[config.mk]
export PLATFORM = sky130hd
export DESIGN_NAME = id_issue_stage
export DESIGN_NICKNAME = d
export VERILOG_FILES = /design/src/rtl/id_issue_stage_pkg.sv /design/src/rtl/id_issue_stage_scoreboard.sv /design/src/rtl/id_issue_stage.sv
export SDC_FILE = /design/constraint.sdc
export NUM_CORES = 1
export LEC_CHECK = 0
export ABC_AREA = 1
export ABC_CLOCK_PERIOD_IN_PS = 3600
export CAP_MARGIN = 20
export CORE_MARGIN = 10
export CORE_UTILIZATION = 30
export DETAILED_ROUTE_END_ITERATION = 6
export PLACE_DENSITY = 0.57
export SETUP_SLACK_MARGIN = 0.5
export SYNTH_ARGS = -nofsm -noshare
export SYNTH_HDL_FRONTEND = slang
export SYNTH_SLANG_ARGS = --single-unit
[constraint.sdc]
create_clock -name clk -period 3.6 [get_ports clk]
set_clock_uncertainty 0.15 [all_clocks]
set_input_delay 0.72 -clock clk [delete_from_list [all_inputs] [get_ports clk]]
set_output_delay 0.72 -clock clk [all_outputs]
set_load 0.005 [all_outputs]
[src/rtl/id_issue_stage_pkg.sv]
// Shared decode definitions for the ID/issue stage: widths, opcode classes,
// instruction field positions and the decoded-instruction record.
package id_issue_stage_pkg;

  localparam int DSIZE = 16;
  localparam int ASIZE = 4;
  localparam int NREG  = 16;

  localparam logic [3:0] OP_NOP    = 4'h0;
  localparam logic [3:0] OP_ALU_LO = 4'h1;
  localparam logic [3:0] OP_ALU_HI = 4'h7;
  localparam logic [3:0] OP_LOAD   = 4'h8;
  localparam logic [3:0] OP_STORE  = 4'h9;

  localparam int OP_MSB  = 15;
  localparam int OP_LSB  = 12;
  localparam int RD_MSB  = 11;
  localparam int RD_LSB  = 8;
  localparam int RS1_MSB = 7;
  localparam int RS1_LSB = 4;
  localparam int RS2_MSB = 3;
  localparam int RS2_LSB = 0;

  typedef struct packed {
    logic [3:0]       op;
    logic [ASIZE-1:0] rd;
    logic [ASIZE-1:0] rs1;
    logic [ASIZE-1:0] rs2;
    logic             uses_rs1;
    logic             uses_rs2;
    logic             writes_rd;
    logic             illegal;
  } dec_t;

  // Illegal opcodes decode to a NOP so they flow through issue harmlessly.
  function automatic dec_t decode(input logic [15:0] instr);
    dec_t d;
    d.op        = instr[OP_MSB:OP_LSB];
    d.rd        = instr[RD_MSB:RD_LSB];
    d.rs1       = instr[RS1_MSB:RS1_LSB];
    d.rs2       = instr[RS2_MSB:RS2_LSB];
    d.uses_rs1  = 1'b0;
    d.uses_rs2  = 1'b0;
    d.writes_rd = 1'b0;
    d.illegal   = 1'b0;
    if (d.op >= OP_ALU_LO && d.op <= OP_ALU_HI) begin
      d.uses_rs1  = 1'b1;
      d.uses_rs2  = 1'b1;
      d.writes_rd = 1'b1;
    end else if (d.op == OP_LOAD) begin
      d.uses_rs1  = 1'b1;
      d.writes_rd = 1'b1;
    end else if (d.op == OP_STORE) begin
      d.uses_rs1 = 1'b1;
      d.uses_rs2 = 1'b1;
    end else if (d.op != OP_NOP) begin
      d.illegal = 1'b1;
      d.op      = OP_NOP;
    end
    return d;
  endfunction

endpackage

[src/rtl/id_issue_stage_scoreboard.sv]
// Per-register pending-write scoreboard; hazard output is combinational and
// treats a same-cycle writeback to a register as already resolved.
module id_scoreboard
  import id_issue_stage_pkg::*;
(
  input  logic             clk,
  input  logic             rst,
  input  logic             set_en_i,
  input  logic [ASIZE-1:0] set_addr_i,
  input  logic             clr_en_i,
  input  logic [ASIZE-1:0] clr_addr_i,
  input  logic [ASIZE-1:0] rs1_i,
  input  logic [ASIZE-1:0] rs2_i,
  input  logic [ASIZE-1:0] rd_i,
  input  logic             uses_rs1_i,
  input  logic             uses_rs2_i,
  input  logic             writes_rd_i,
  output logic             haz_o
);

  logic [NREG-1:0] pend_q, pend_d;

  // Set is applied after clear so a new writer wins over a retiring one.
  always_comb begin
    pend_d = pend_q;
    if (clr_en_i) pend_d[clr_addr_i] = 1'b0;
    if (set_en_i) pend_d[set_addr_i] = 1'b1;
  end

  always_ff @(posedge clk) begin
    if (rst) pend_q <= '0;
    else     pend_q <= pend_d;
  end

  logic clr_rs1, clr_rs2, clr_rd;
  assign clr_rs1 = clr_en_i && (clr_addr_i == rs1_i);
  assign clr_rs2 = clr_en_i && (clr_addr_i == rs2_i);
  assign clr_rd  = clr_en_i && (clr_addr_i == rd_i);

  assign haz_o = (uses_rs1_i  && pend_q[rs1_i] && !clr_rs1) ||
                 (uses_rs2_i  && pend_q[rs2_i] && !clr_rs2) ||
                 (writes_rd_i && pend_q[rd_i]  && !clr_rd);

endmodule

[src/rtl/id_issue_stage.sv]
// Decode/issue stage: one-entry IR, regfile read addressing, scoreboard hazard
// stall and registered EX slot. ID_STALL_CNT_EN builds the hazard stall counter.
module id_issue_stage
  import id_issue_stage_pkg::*;
(
  input  logic             clk,
  input  logic             rst,
  input  logic             in_valid,
  input  logic [15:0]      in_instr,
  output logic             in_ready,
  input  logic             flush,
  output logic [ASIZE-1:0] raddr1,
  output logic [ASIZE-1:0] raddr2,
  input  logic [DSIZE-1:0] rdata1,
  input  logic [DSIZE-1:0] rdata2,
  input  logic             wb_wen,
  input  logic [ASIZE-1:0] wb_waddr,
  output logic             out_valid,
  input  logic             out_ready,
  output logic [3:0]       out_op,
  output logic [ASIZE-1:0] out_rd,
  output logic [DSIZE-1:0] out_a,
  output logic [DSIZE-1:0] out_b,
  output logic             illegal,
  output logic [15:0]      stall_cnt
);

  logic             ir_valid_q;
  logic [15:0]      ir_q;
  logic             out_valid_q, illegal_q;
  logic [3:0]       out_op_q;
  logic [ASIZE-1:0] out_rd_q;
  logic [DSIZE-1:0] out_a_q, out_b_q;
  dec_t             dec;
  logic             haz, issue;

  assign dec = decode(ir_q);

  // A flushed instruction is dropped, so it must not issue in the flush cycle.
  assign issue    = ir_valid_q && !flush && !haz && (!out_valid_q || out_ready);
  assign in_ready = !ir_valid_q || issue || flush;

  assign raddr1 = ir_valid_q ? dec.rs1 : '0;
  assign raddr2 = ir_valid_q ? dec.rs2 : '0;

  always_ff @(posedge clk) begin
    if (rst) begin
      ir_valid_q <= 1'b0;
      ir_q       <= '0;
    end else if (in_valid && in_ready) begin
      ir_valid_q <= 1'b1;
      ir_q       <= in_instr;
    end else if (issue || flush) begin
      ir_valid_q <= 1'b0;
    end
  end

  id_scoreboard u_sb (
    .clk         (clk),
    .rst         (rst),
    .set_en_i    (issue && dec.writes_rd),
    .set_addr_i  (dec.rd),
    .clr_en_i    (wb_wen),
    .clr_addr_i  (wb_waddr),
    .rs1_i       (dec.rs1),
    .rs2_i       (dec.rs2),
    .rd_i        (dec.rd),
    .uses_rs1_i  (dec.uses_rs1),
    .uses_rs2_i  (dec.uses_rs2),
    .writes_rd_i (dec.writes_rd),
    .haz_o       (haz)
  );

  always_ff @(posedge clk) begin
    if (rst) begin
      out_valid_q <= 1'b0;
      out_op_q    <= '0;
      out_rd_q    <= '0;
      out_a_q     <= '0;
      out_b_q     <= '0;
      illegal_q   <= 1'b0;
    end else begin
      if (issue) begin
        out_valid_q <= 1'b1;
        out_op_q    <= dec.op;
        out_rd_q    <= dec.rd;
        out_a_q     <= rdata1;
        out_b_q     <= dec.uses_rs2 ? rdata2 : '0;
        if (dec.illegal) illegal_q <= 1'b1;
      end else if (out_ready) begin
        out_valid_q <= 1'b0;
      end
    end
  end

  assign out_valid = out_valid_q;
  assign out_op    = out_op_q;
  assign out_rd    = out_rd_q;
  assign out_a     = out_a_q;
  assign out_b     = out_b_q;
  assign illegal   = illegal_q;

`ifdef ID_STALL_CNT_EN
  logic [15:0] stall_cnt_q;
  always_ff @(posedge clk) begin
    if (rst)                                             stall_cnt_q <= '0;
    else if (ir_valid_q && haz && stall_cnt_q != 16'hFFFF) stall_cnt_q <= stall_cnt_q + 16'd1;
  end
  assign stall_cnt = stall_cnt_q;
`else
  assign stall_cnt = '0;
`endif

endmodule
==> out/metrics.csv <==
metric;value;unit
synth-compound-area-share;0.125;
setup.worst_path.start_class;primary input;
synth_top_cell_area_share;0.362;
yosysUniqueCellTypes;27;
placedCellCount;898;
clk_pin_slew;0.06;ns
die_w;138;µm
slew_violations;0;
grt_pass1_vias;4160;
cts-htree-levels;3;
routed_wl;14.7;mm
synth_top_family_by_area;simple AND/OR/NAND/NOR gates;
fin_nets;791;
pin_count;125;
overflow;0;
nFillCells;1421;
timing.rr.start;ir_q[8]$_SDFFE_PP0P_;
critPathLaunch;wb_waddr[0];
rsz0062_at_grt;no;
cts_tree;yes;
synthMuxAreaShare;0;
route.top_layer_used;met4;
routedLengthMet1;6.14;mm
die_height;138;µm
critPathCaptureType;output port;
timing.final.ws_setup;0.668;ns
antenna_cells;0;
portBuffers;108;
critical_path_arrival;2.06;ns
fin_crit;2.93;ns
yosys_warnings;0;
r2r_end;out_b[4]$_SDFFE_PP0P_;
drive_gt1_frac;0.0746;
setup_tns;0;ns
reg2reg_depth;15;
start_util;0.309;
clk_latency;0.33;ns
cp-endpoint;in_ready;
hold_slack;0.303;ns
core;13400;µm²
vias;4494;
rows;42;
die_area;18900;µm²
cts-root-buf;clkbuf_16;
vias_per_cell;4.92;
synth_xor_xnor_area_share;0.00211;
cts_resized;7;
grtUsageTotal;0.150;
post_cts_buffers;0;
place_ws;0.0214;ns
area_growth_syn_to_layout;33.9;%
cts_sinks;75;
ys_ff_latch;75;
peakVddDrop;252;µV
cp_data_required_time;2.73;ns
holdBufCountCts;0;
grt_first_pass_wirelength;22.8;mm
drv_cap;0;
synthAdderAreaFrac;0;
crit_fanout;7;
rrSetupSlack;1.15;ns
drt_iter0_markers;381;
slew_headroom;0.562;
fin_cells;913;
syn-cell-area;4150;µm²
synthTopCellsByArea;dfxtp_1, nand2_1, a21oi_1;
wl_met3;873;µm
hold_class;flop to flop;
yosysSeqAreaShare;0.362;
place.gp.congestion;0.947;
hpwlAfterDp;11.0;mm
numCtsBuffers;9;
routed-wl-met2;7.34;mm
worstSetupPathType;primary input to output port;
drtAntennaViolNets;0;
dr.pass1.iters;6;
finalHoldViolCount;0;
wl_per_cell;16.1;µm
syn_inst;636;
antenna_found_initial;0;
fin_crit_sh;0.815;
p_leak;2.25;nW
power;2.22;mW
synth_area_per_cell;6.52;µm²
clockBufferDepth;2;
drc;0;
grt_max_degree;59;
synth_largest_area_cell;dfxtp_1;
outcome;complete, no violations;
setup_viol;0;
tightest_slew;0.657;ns
synthSimpleGateAreaFrac;0.360;
fmax;341;MHz
powerDensity;401;nW/µm²
-- how the worst min path moves through the flow --
| stage | startpoint | cells after the start | to |
|---|---|---|---|
| 2_1_floorplan | illegal$_SDFFE_PP0P_ | 2 | illegal$_SDFFE_PP0P_ |
| 5_1_grt | illegal$_SDFFE_PP0P_ | 2 | illegal$_SDFFE_PP0P_ |
| 3_5_place_dp | illegal$_SDFFE_PP0P_ | 2 | illegal$_SDFFE_PP0P_ |
| 3_3_place_gp | out_a[10]$_SDFFE_PP0P_ | 2 | out_a[10]$_SDFFE_PP0P_ |
| 4_1_cts | illegal$_SDFFE_PP0P_ | 2 | illegal$_SDFFE_PP0P_ |
| 6_report | illegal$_SDFFE_PP0P_ | 2 | illegal$_SDFFE_PP0P_ |
-- through the flow --
step | util | area, µm²
global placement | 0.394 | 5280
CTS | 0.415 | 5560
global route | 0.414 | 5550
floorplan | - | 4200
detailed placement | 0.394 | 5280
finish | 0.414 | 5550
-- cells by family (layout without fill, tap and decap cells) --
| kind of cell | Yosys count | after routing |
|---|---|---|
| AO/OA/AOI/OAI | 99 | 99 |
| XOR/XNOR | 1 | 1 |
| buffers and inverters | 124 | 210 |
| flip-flops | 75 | 75 |
| other | 1 | 16 |
| AND/OR/NAND/NOR | 336 | 336 |
-- report_power, final --
group	internal, mW	switching, mW	leakage, nW
Sequential	0.863	0.0386	0.610
Clock	0.534	0.358	0.142
Combinational	0.180	0.250	1.50
-- layout by cell type (no fill, tap or decap), types with 2 or more instances in the layout --
cell             synthesis  final
nand2_1                168    168
clkdlybuf4s50_1          0    101
a21oi_1                 78     78
nand3_1                 75     75
dfxtp_1                 75     74
inv_1                   60     58
nor2_1                  51     51
nand4_1                 34     34
buf_4                   23     19
o21ai_0                 16     16
conb_1                   1     16
clkbuf_16                0      9
inv_2                    7      8
clkinv_2                 1      3
clkbuf_2                 0      3
nand2_2                  2      2
o211ai_1                 2      2
o31ai_1                  2      2
nand3b_1                 2      2
dlygate4sd2_1            0      2
-- flip-flops by register name (all words and copies together) (netlist names) --
signal and cells:
illegal 1, ir_q 16, ir_valid_q 1, out_a 16, out_b 16, out_op 4, out_rd 4, out_valid 1
u_sb.pend_q 16
-- cells in the mapped netlist --
cell and n:
a21oi_1 78, buf_1 2, buf_2 12, buf_4 23
buf_6 1, buf_8 4, clkbuf_1 14, clkinv_2 1
conb_1 1, dfxtp_1 75, inv_1 60, inv_2 7
nand2_1 168, nand2_2 2, nand2_4 1, nand3_1 75
nand3_4 1, nand3b_1 2, nand4_1 34, nor2_1 51
nor2_2 1, nor2_8 1, o211ai_1 2, o21ai_0 16
o21bai_4 1, o31ai_1 2, xnor2_1 1
-- worst max-delay path: stages --
cell             delay [ns]
dlygate4sd2_1          0.28
inv_2                  0.13
nand2_1                0.06
nand2_1                0.06
nand3_1                0.07
nor2_1                 0.10
nor2_1                 0.05
nand3_1                0.11
nand3_4                0.11
o21bai_4               0.14
clkdlybuf4s15_1        0.23
-- metal layers --
layer	GRT usage	vias up
met3	0.0295	16
met4	0.0451	0
met5	0	-
li1	-	2227
met1	0.192	2103
met2	0.250	148
-- final cells by class --
class / instances / area (µm²) / area share
inverter: 68 / 256 / 0.0462
multi-input combinational: 452 / 2080 / 0.375
clock inverter: 6 / 65.1 / 0.0117
sequential: 75 / 1500 / 0.271
clock buffer: 9 / 225 / 0.0406
timing repair buffer: 127 / 1200 / 0.216
tap: 176 / 220 / 0.0397
(Power assumes the default switching activity.)
